### config.mk
export PLATFORM = sky130hd
export DESIGN_NAME = snake_render
export DESIGN_NICKNAME = d
export VERILOG_FILES = /design/src/rtl/snake_render.sv
export SDC_FILE = /design/constraint.sdc
export NUM_CORES = 1
export LEC_CHECK = 0
export BUFFER_PORTS_ARGS = -buffer_cell sky130_fd_sc_hd__buf_2
export CAP_MARGIN = 5
export CORE_MARGIN = 10
export CORE_UTILIZATION = 35
export DETAILED_ROUTE_END_ITERATION = 8
export HOLD_SLACK_MARGIN = 0.08
export PLACE_DENSITY = 0.61
export SLEW_MARGIN = 15
export SYNTH_ARGS = -nofsm -noshare
export SYNTH_HDL_FRONTEND = slang
export SYNTH_SLANG_ARGS = --single-unit
### constraint.sdc
create_clock -name vga_clk -period 9.3 [get_ports vga_clk]
set_input_delay 0 -clock vga_clk [delete_from_list [all_inputs] [get_ports vga_clk]]
set_output_delay 0 -clock vga_clk [all_outputs]
set_load 0.005 [all_outputs]
### src/rtl/snake_render.sv
// rtl/snake_render.sv - frame-snapshotted two-stage pixel colour pipeline for the snake game
module snake_render #(
  parameter int MAX_LEN      = 14,
  parameter int BLOCK_W      = 20,
  parameter int SIDE_W       = 20,
  parameter int H_DISP       = 640,
  parameter int V_DISP       = 480,
  parameter int FLASH_FRAMES = 15
) (
  input  logic                    vga_clk,
  input  logic                    sys_rst,
  input  logic                    frame_start,
  input  logic                    pix_valid,
  input  logic [9:0]              pix_x,
  input  logic [9:0]              pix_y,
  input  logic [MAX_LEN*10-1:0]   snake_x_flat,
  input  logic [MAX_LEN*10-1:0]   snake_y_flat,
  input  logic [12:0]             snake_cur_len,
  input  logic [9:0]              food_x,
  input  logic [9:0]              food_y,
  input  logic                    die,
  output logic [15:0]             pix_data,
  output logic                    pix_data_valid
);

  localparam int CW = (FLASH_FRAMES > 1) ? $clog2(FLASH_FRAMES) : 1;

  localparam logic [15:0] C_BLACK  = 16'h0000;
  localparam logic [15:0] C_YELLOW = 16'hFFE0;
  localparam logic [15:0] C_GREEN  = 16'h07E0;
  localparam logic [15:0] C_RED    = 16'hF800;
  localparam logic [15:0] C_GREY   = 16'h8410;

  typedef enum logic {ST_ALIVE, ST_DEAD} flash_state_e;

  // Shadow copy of the game state, frozen for the whole frame.
  logic [MAX_LEN*10-1:0] shx_q, shy_q;
  logic [12:0]           len_q;
  logic [9:0]            food_x_q, food_y_q;

  // Flash state: the DEAD state doubles as the shadow of the die flag.
  flash_state_e state_q, state_d;
  logic [CW-1:0] cnt_q, cnt_d;
  logic          phase_q, phase_d;

  // Stage 1 results.
  logic [MAX_LEN-1:0] seg_hit_d, seg_hit_q;
  logic               food_hit_d, food_hit_q;
  logic               wall_hit_d, wall_hit_q;
  logic               valid1_q;

  // Stage 2 colour.
  logic [15:0] colour_d;

  // The view of the game state used by stage 1: the snapshot being taken this
  // cycle is already visible to the pixel sampled alongside frame_start.
  logic [MAX_LEN*10-1:0] cur_x, cur_y;
  logic [12:0]           cur_len, eff_len;
  logic [9:0]            cur_fx, cur_fy;

  function automatic logic in_box(input logic [9:0] px, input logic [9:0] py,
                                  input logic [9:0] bx, input logic [9:0] by);
    logic [10:0] xe, ye;
    xe = {1'b0, bx} + 11'(BLOCK_W);
    ye = {1'b0, by} + 11'(BLOCK_W);
    return (px >= bx) && ({1'b0, px} < xe) && (py >= by) && ({1'b0, py} < ye);
  endfunction

  // Capture the game state into the shadows on every frame_start.
  always_ff @(posedge vga_clk or posedge sys_rst) begin
    if (sys_rst) begin
      shx_q    <= {MAX_LEN{10'd100}};
      shy_q    <= {MAX_LEN{10'd100}};
      len_q    <= 13'd1;
      food_x_q <= 10'd200;
      food_y_q <= 10'd200;
    end else if (frame_start) begin
      shx_q    <= snake_x_flat;
      shy_q    <= snake_y_flat;
      len_q    <= snake_cur_len;
      food_x_q <= food_x;
      food_y_q <= food_y;
    end
  end

  // Flash state register.
  always_ff @(posedge vga_clk or posedge sys_rst) begin
    if (sys_rst) begin
      state_q <= ST_ALIVE;
      cnt_q   <= '0;
      phase_q <= 1'b0;
    end else begin
      state_q <= state_d;
      cnt_q   <= cnt_d;
      phase_q <= phase_d;
    end
  end

  // Flash next state: only frame_start moves it, die is sampled at that moment.
  always_comb begin
    state_d = state_q;
    cnt_d   = cnt_q;
    phase_d = phase_q;
    if (frame_start) begin
      case (state_q)
        ST_ALIVE: begin
          if (die) begin
            state_d = ST_DEAD;
            cnt_d   = '0;
            phase_d = 1'b0;
          end
        end
        ST_DEAD: begin
          if (!die) begin
            state_d = ST_ALIVE;
            cnt_d   = '0;
            phase_d = 1'b0;
          end else if (cnt_q == CW'(FLASH_FRAMES - 1)) begin
            cnt_d   = '0;
            phase_d = ~phase_q;
          end else begin
            cnt_d   = cnt_q + CW'(1);
          end
        end
        default: state_d = ST_ALIVE;
      endcase
    end
  end

  // Stage 1 hit tests against the frame's game state.
  always_comb begin
    cur_x   = frame_start ? snake_x_flat  : shx_q;
    cur_y   = frame_start ? snake_y_flat  : shy_q;
    cur_len = frame_start ? snake_cur_len : len_q;
    cur_fx  = frame_start ? food_x        : food_x_q;
    cur_fy  = frame_start ? food_y        : food_y_q;
    if (cur_len == 13'd0)
      eff_len = 13'd1;
    else if (cur_len > 13'(MAX_LEN))
      eff_len = 13'(MAX_LEN);
    else
      eff_len = cur_len;
    seg_hit_d = '0;
    for (int i = 0; i < MAX_LEN; i++) begin
      seg_hit_d[i] = (13'(i) < eff_len) &&
                     in_box(pix_x, pix_y, cur_x[i*10 +: 10], cur_y[i*10 +: 10]);
    end
    food_hit_d = in_box(pix_x, pix_y, cur_fx, cur_fy);
    wall_hit_d = ({1'b0, pix_x} < 11'(SIDE_W)) ||
                 ({1'b0, pix_x} >= 11'(H_DISP - SIDE_W)) ||
                 ({1'b0, pix_y} < 11'(SIDE_W)) ||
                 ({1'b0, pix_y} >= 11'(V_DISP - SIDE_W));
  end

  // Stage 1 pipeline register.
  always_ff @(posedge vga_clk or posedge sys_rst) begin
    if (sys_rst) begin
      seg_hit_q  <= '0;
      food_hit_q <= 1'b0;
      wall_hit_q <= 1'b0;
      valid1_q   <= 1'b0;
    end else begin
      seg_hit_q  <= seg_hit_d;
      food_hit_q <= food_hit_d;
      wall_hit_q <= wall_hit_d;
      valid1_q   <= pix_valid;
    end
  end

  // Stage 2 colour priority: head, body, food, wall, background.
  always_comb begin
    colour_d = C_BLACK;
    if (!valid1_q)
      colour_d = C_BLACK;
    else if (seg_hit_q[0])
      colour_d = ((state_q == ST_DEAD) && phase_q) ? C_RED : C_YELLOW;
    else if (|seg_hit_q[MAX_LEN-1:1])
      colour_d = ((state_q == ST_DEAD) && phase_q) ? C_RED : C_GREEN;
    else if (food_hit_q)
      colour_d = C_RED;
    else if (wall_hit_q)
      colour_d = C_GREY;
  end

  // Stage 2 output register.
  always_ff @(posedge vga_clk or posedge sys_rst) begin
    if (sys_rst) begin
      pix_data       <= 16'h0000;
      pix_data_valid <= 1'b0;
    end else begin
      pix_data       <= colour_d;
      pix_data_valid <= valid1_q;
    end
  end

endmodule

# Word level (Yosys, flattened, before mapping)
# Cells that the tools add are included.
dict set report totals {
  input_bits 338
  output_inout_bits 17
  reg_bits 353
  elab_cells 219
}
dict set report op_classes {
  n_reduce_logical 67
  n_eq_ne 3
  n_lt_le_gt_ge 79
  bitwise 2
  add_sub_neg 31
  n_mux 23
}
# op count
set ops {}
lappend ops {{$add 10x5->11 const B} 30}
lappend ops {{$lt 10x11->1} 30}
lappend ops {{$ge 10x10->1} 30}
lappend ops {{$mux 140} 2}
lappend ops {{$mux 16} 6}
lappend ops {{$lt 4x13->1 const A} 6}
lappend ops {{$logic_and 1x1->1} 60}
lappend ops {{$lt 3x13->1 const A} 4}
lappend ops {{$mux 13} 3}
lappend ops {{$lt 1x13->1 const A} 2}
lappend ops {{$lt 2x13->1 const A} 2}
lappend ops {{$lt 10x5->1 const B} 2}
lappend ops {{$mux 10} 2}
lappend ops {{$gt 13x4->1 const B} 1}
lappend ops {{$logic_not 13->1} 1}
lappend ops {{$reduce_or 13->1} 1}
lappend ops {{$mux 4} 3}
lappend ops {{$mux 11} 1}
lappend ops {{$ge 10x10->1 const B} 1}
lappend ops {{$ge 10x9->1 const B} 1}
lappend ops {{$pmux 4 s2} 1}
lappend ops {{$add 4x1->4 const B} 1}
lappend ops {{$eq 4x4->1 const B} 1}
lappend ops {{$mux 1} 4}
lappend ops {{7 further kinds} 10}

# Depth between registers and ports, before layout
dict set report logic_depth {
  word_depth 7
  ltp_mapped 19
  depth_no_buf 15
}

# Least setup slack after synthesis
# Ideal clock, no wire load.
dict set report synth_timing {
  kind {input to register}
  from {input port frame_start}
  to {register seg_hit_q[8]}
  path_buffers 3
  setup_slack_ns 6.268
  required_time_ns 9.199
  setup_time_ns 0.101
  cell_stages 17
  arrival_ns 2.931
  cell_sequence {buf_6 > buf_6 > buf_6 > mux2i_1 > inv_1 > ha_1 > o211ai_1 > o21ai_1 > nand2_1 > nor2_1 > xnor2_1 > ha_1 > or4_1 > a211o_1 > a41oi_1 > o41ai_1 > nor4_1}
}
dict set report synth_via {
  elab_chain_len 7
  word_cells_on_any_way 18
  classes_between {2 x add/sub; 6 x order compare; 5 x mux; 5 x reduce/logical}
}
# element line
set synth_lines {}
lappend synth_lines {{from (decl)} 12} ;# input logic frame_start,
lappend synth_lines {{$mux 140 *} --}
lappend synth_lines {{via cur_x[82]} 57} ;# logic [MAX_LEN*10-1:0] cur_x, cur_y;
lappend synth_lines {{$add 10x5->11} 64} ;# xe = {1'b0, bx} + 11'(BLOCK_W);
lappend synth_lines {{$lt 10x11->1} 66} ;# return (px >= bx) && ({1'b0, px} < xe) && (py >= by) && ({1'b0, py} < ye);
lappend synth_lines {{$logic_and 1x1->1 * (3 in a row)} 66}
lappend synth_lines {{$logic_and 1x1->1 *} 145} ;# seg_hit_d[i] = (13'(i) < eff_len) &&
lappend synth_lines {{via seg_hit_d[8]} 47} ;# logic [MAX_LEN-1:0] seg_hit_d, seg_hit_q;
lappend synth_lines {{to (signal assigned)} 163} ;# seg_hit_q <= seg_hit_d;
lappend synth_lines {{to (decl)} 47}
# Mark *: on every way through the listed nets, which the timed path passes. The rest lies on a longest branch.
# A chain may end at the register's enable or synchronous reset.

# Worst setup path in the final report
dict set report layout_timing {
  from {input port frame_start}
  to {register seg_hit_q[10]}
}
# Same word-level chain as after synthesis.

==> out/qor.csv <==
stage,metric,value,unit
clock_network,CTS H-tree depth,2,
power_and_ir_drop,Power Total,0.00556,W
die,die boundary width,310,um
place,area after detailed placement,32200,um^2
sta,final worst-path cycle share,40.0,%
yosys,Yosys reg bits,342,
critical_path,path depth of the worst reg2reg path,12,
clock_network,clock-pin slew of the registers on the worst-case setup and hold paths,0.06,ns
final_layout,"Design Area, Final",37100,um^2
run,MaxCap Viol Count,0,
yosys,largest area contributor in the synthesized netlist,sky130_fd_sc_hd__ha_1,
yosys,"Top FF cell, synth",sky130_fd_sc_hd__dfrtp_1,
yosys,Gate Count Post-Synth,3015,
yosys,area share of the largest cell type after synthesis,24.4,%
route,final WL,96.5,mm
yosys,Syn. warnings,0,
critical_path,Critical path destination,seg_hit_q[10],
place,sum of net half-perimeters after detailed placement,68.9,mm
clock_network,cell at the root of the clock tree,sky130_fd_sc_hd__clkbuf_16,
critical_path,CP Capture Type,flip-flop,
yosys,number of synthesized flops with an enable pin,0,
route,iteration-0 DRC count of the detailed router,1316,
route,total via count after detailed routing,24600,
final_layout,Layout area overhead,26.3,%
critical_path,Crit. path cell count,15,
global_route,Overflow after GRT,0,
sta,accumulated negative setup slack,0,ns
die,die outline height,310,um
route,average wire length per cell after detail routing,20.0,um
clock_network,count of cells resized by post-cts repair,0,
yosys,most numerous cell in the Yosys netlist,sky130_fd_sc_hd__ha_1,
critical_path,"most used cell, CP",sky130_fd_sc_hd__o21ai_0,
sta,max-slew violation total from the final report,0,
critical_path,worst setup path class,in2reg,
yosys,most area-consuming cells after synthesis,"sky130_fd_sc_hd__ha_1 24%, sky130_fd_sc_hd__dfrtp_1 21%, sky130_fd_sc_hd__dfstp_2 8.1%, sky130_fd_sc_hd__mux2i_1 8.0%, sky130_fd_sc_hd__xnor2_1 4.9%",
sta,Final setup violation count,0,
clock_network,insertion delay of the later-clocked pin in the worst-skew pair,0.61,ns
route,Pre-antenna DRT Iters,5,
power_and_ir_drop,largest voltage drop on the vdd net,128,uV
yosys,proportion of synthesized flip-flops having asynchronous set or reset,100,%
clock_network,number of buffers inserted by post-CTS setup repair,0,
critical_path,"Cell Chain, Critical Path","buf_8, buf_12, mux2i_1, inv_1, ha_1, nor2b_1, o21ai_0, o21ai_0, ha_1, and4_1, a31oi_1, a21oi_1, o2bb2ai_1, o21ai_0, nor4_1",
die,Top Ports,355,
place,routability cong.,0.854,
die,starting density of the core,35.2,%
sta,Worst Clk Skew,0.0299,ns
critical_path,reg-to-reg startpoint,shy_q[22],
critical_path,Buffers & Inverters on Critical Path,3,
worst_hold_path,worst hold path type,in2reg,
critical_path,worst-case register-to-register setup slack,5.98,ns
critical_path,Crit path arrival time,4.21,ns
global_route,number of antenna violations at the first check in global routing,17,
final_layout,post-route core utilization,44.4,%
critical_path,type of origin of the critical path,primary input,
power_and_ir_drop,Cell Pwr Density,150,nW/um^2
yosys,count of cell types in the netlist,78,
sta,Worst Max-Slew Pin Slew,0.992,ns
die,area of the core,83400,um^2
power_and_ir_drop,standby leakage power,18.2,nW
critical_path,delay of the slowest cell on the worst path,0.64,ns
place,number of I/O port buffers,350,
final_layout,fraction of layout instances using a drive strength above 1,16.2,%
critical_path,cell class contributing the biggest share of worst-path delay,compound AO/OA/AOI/OAI gates,
critical_path,Critical Path Source,frame_start,
critical_path,cell at the slowest stage of the critical path,sky130_fd_sc_hd__o2bb2ai_1,
sta,hold slack final,0.0832,ns
sta,RSZ-0062 raised after global routing,no,
route,DR DRC count,0,
yosys,area of the mapped netlist,29400,um^2
critical_path,maximum fanout count along the critical path,101,
yosys,"Seq/Total Area, Yosys",29.5,%
route,Via-to-Cell Ratio,5.10,
route,Post-DRT Antenna Nets,0,
sta,Highest Clock Rate,0.269,GHz
global_route,Global Route Usage Sum,19.7,%
sta,minimum clock period,3.72,ns
die,area enclosed by the die boundary,95900,um^2
clock_network,hold buffers post-CTS,324,
run_status,result of the run,"complete, no violations",
sta,Worst slew margin,33.9,%
global_route,largest net degree at the start of global routing,147,
sta,final-report hold violation count,0,
yosys,synth cell count leaders,"572 x sky130_fd_sc_hd__ha_1, 352 x sky130_fd_sc_hd__inv_1, 251 x sky130_fd_sc_hd__dfrtp_1",
yosys,mean post-synth cell area,9.74,um^2
global_route,wire length of the first global-routing pass,147,mm
clock_network,largest buffer count on any clock path,3,
final_layout,NumNets Final,4619,
global_route,via count of the first global-routing pass,25100,
clock_network,Num CTS Buffers,48,
clock_network,number of sinks on the clock net,342,
die,number of cell rows,106,
critical_path,required time at the endpoint of the critical path,9.79,ns
clock_network,clock tree from TritonCTS,yes,
critical_path,Reg-to-Reg End,seg_hit_q[2],
[per-stage QoR]
stage / cells / setup WS (ns)
finish: 4833 / 5.58
global route: 4830 / 5.33
CTS: 4829 / 5.67
detailed placement: 4415 / 5.06
global placement: 4415 / 5.19
floorplan: 3018 / 4.80
[cell usage in the layout (no fill, tap or decap), types with 11 or more instances in the layout]
master,netlist,final
sky130_fd_sc_hd__a21oi_1,160,159
sky130_fd_sc_hd__nand2b_1,65,65
sky130_fd_sc_hd__dfrtp_1,251,251
sky130_fd_sc_hd__inv_1,352,351
sky130_fd_sc_hd__a31oi_1,21,21
sky130_fd_sc_hd__clkbuf_16,0,49
sky130_fd_sc_hd__nor3_1,49,49
sky130_fd_sc_hd__dfstp_2,91,91
sky130_fd_sc_hd__a2111oi_0,11,11
sky130_fd_sc_hd__o21ai_0,191,191
sky130_fd_sc_hd__a211oi_1,44,44
sky130_fd_sc_hd__o2111ai_1,24,24
sky130_fd_sc_hd__a21o_1,55,55
sky130_fd_sc_hd__a32oi_1,16,16
sky130_fd_sc_hd__nand2_1,127,127
sky130_fd_sc_hd__nor4_1,18,18
sky130_fd_sc_hd__buf_4,26,27
sky130_fd_sc_hd__nor2b_1,42,42
sky130_fd_sc_hd__nand4_1,21,21
sky130_fd_sc_hd__o211ai_1,30,30
sky130_fd_sc_hd__dlygate4sd3_1,0,324
sky130_fd_sc_hd__ha_1,572,572
sky130_fd_sc_hd__o22ai_1,14,14
sky130_fd_sc_hd__clkbuf_1,2,11
sky130_fd_sc_hd__nor2_1,103,103
sky130_fd_sc_hd__xnor2_1,164,164
sky130_fd_sc_hd__clkinv_2,0,14
sky130_fd_sc_hd__buf_2,6,349
sky130_fd_sc_hd__o21a_1,39,39
sky130_fd_sc_hd__o21ai_1,13,13
sky130_fd_sc_hd__nand3_1,52,52
sky130_fd_sc_hd__mux2i_1,236,236
sky130_fd_sc_hd__mux2_2,42,42
[worst min-delay path by stage]
stage                           start   endpoint  slack (ns)  depth (start not counted)
after global routing      frame_start  shy_q[79]        0.13                          3
after CTS                 frame_start  shy_q[79]        0.08                          3
after global placement      pix_valid   valid1_q        0.11                          1
after detailed placement    pix_valid   valid1_q        0.11                          1
after floorplan             pix_valid   valid1_q        0.03                          0
final                     frame_start  shy_q[23]        0.08                          3
[power breakdown]
| group | total (W) | internal (W) | switching, W |
|---|---|---|---|
| clock network | 0.00197 | 0.00120 | 0.000768 |
| registers | 0.00173 | 0.00167 | 0.0000603 |
| logic | 0.00186 | 0.000825 | 0.00103 |
[routing by layer]
layer / GRT usage [%] / wire, um / share of wire, % / up-vias
met4: 5.27 / 2330 / 2.4 / 20
met3: 3.97 / 5530 / 5.7 / 134
li1: - / - / - / 12300
met2: 32.5 / 44100 / 46 / 518
met1: 26.0 / 44400 / 46 / 11700
met5: 0 / 121 / 0.13 / -
[layout make-up]
class	instances	area, um^2
Inverter	352	1330
Multi-Input combinational cell	2261	18800
Timing Repair Buffer	704	5270
Tap cell	1080	1350
Fill cell	7951	46300
Clock inverter	25	314
Sequential cell	342	8670
Antenna cell	4	10.0
Clock buffer	65	1340
[cells by family (layout without fill, tap and decap cells)]
group | after synthesis | after routing | synth area share [%]
simple gates | 528 | 528 | 9.20
fa+ha+maj | 572 | 572 | 24.4
mux | 283 | 283 | 9.92
flops | 342 | 342 | 29.5
other cells | 1 | 8 | 0.0128
compound gates | 705 | 705 | 15.4
buf+inv | 415 | 1146 | 6.49
xor+xnor | 169 | 169 | 5.04
[worst register-to-register path: stages (launching register included)]
cell	delay (ns)
sky130_fd_sc_hd__dfstp_2	0.36
sky130_fd_sc_hd__mux2i_1	0.23
sky130_fd_sc_hd__inv_1	0.13
sky130_fd_sc_hd__ha_1	0.25
sky130_fd_sc_hd__nor2b_1	0.21
sky130_fd_sc_hd__o21ai_0	0.10
sky130_fd_sc_hd__o21ai_0	0.11
sky130_fd_sc_hd__ha_1	0.28
sky130_fd_sc_hd__a211oi_1	0.41
sky130_fd_sc_hd__o211ai_1	0.20
sky130_fd_sc_hd__a211oi_1	0.28
sky130_fd_sc_hd__o22ai_1	0.31
sky130_fd_sc_hd__nor4_1	0.35
[flip-flops by register name, indices dropped and copies added (netlist names), 4 cells and up]
name       cells
food_y_q      10
cnt_q          4
food_x_q      10
shx_q        140
seg_hit_q     14
pix_data       5
shy_q        140
len_q         13
Note: power is estimated with default switching activity, not from simulation.
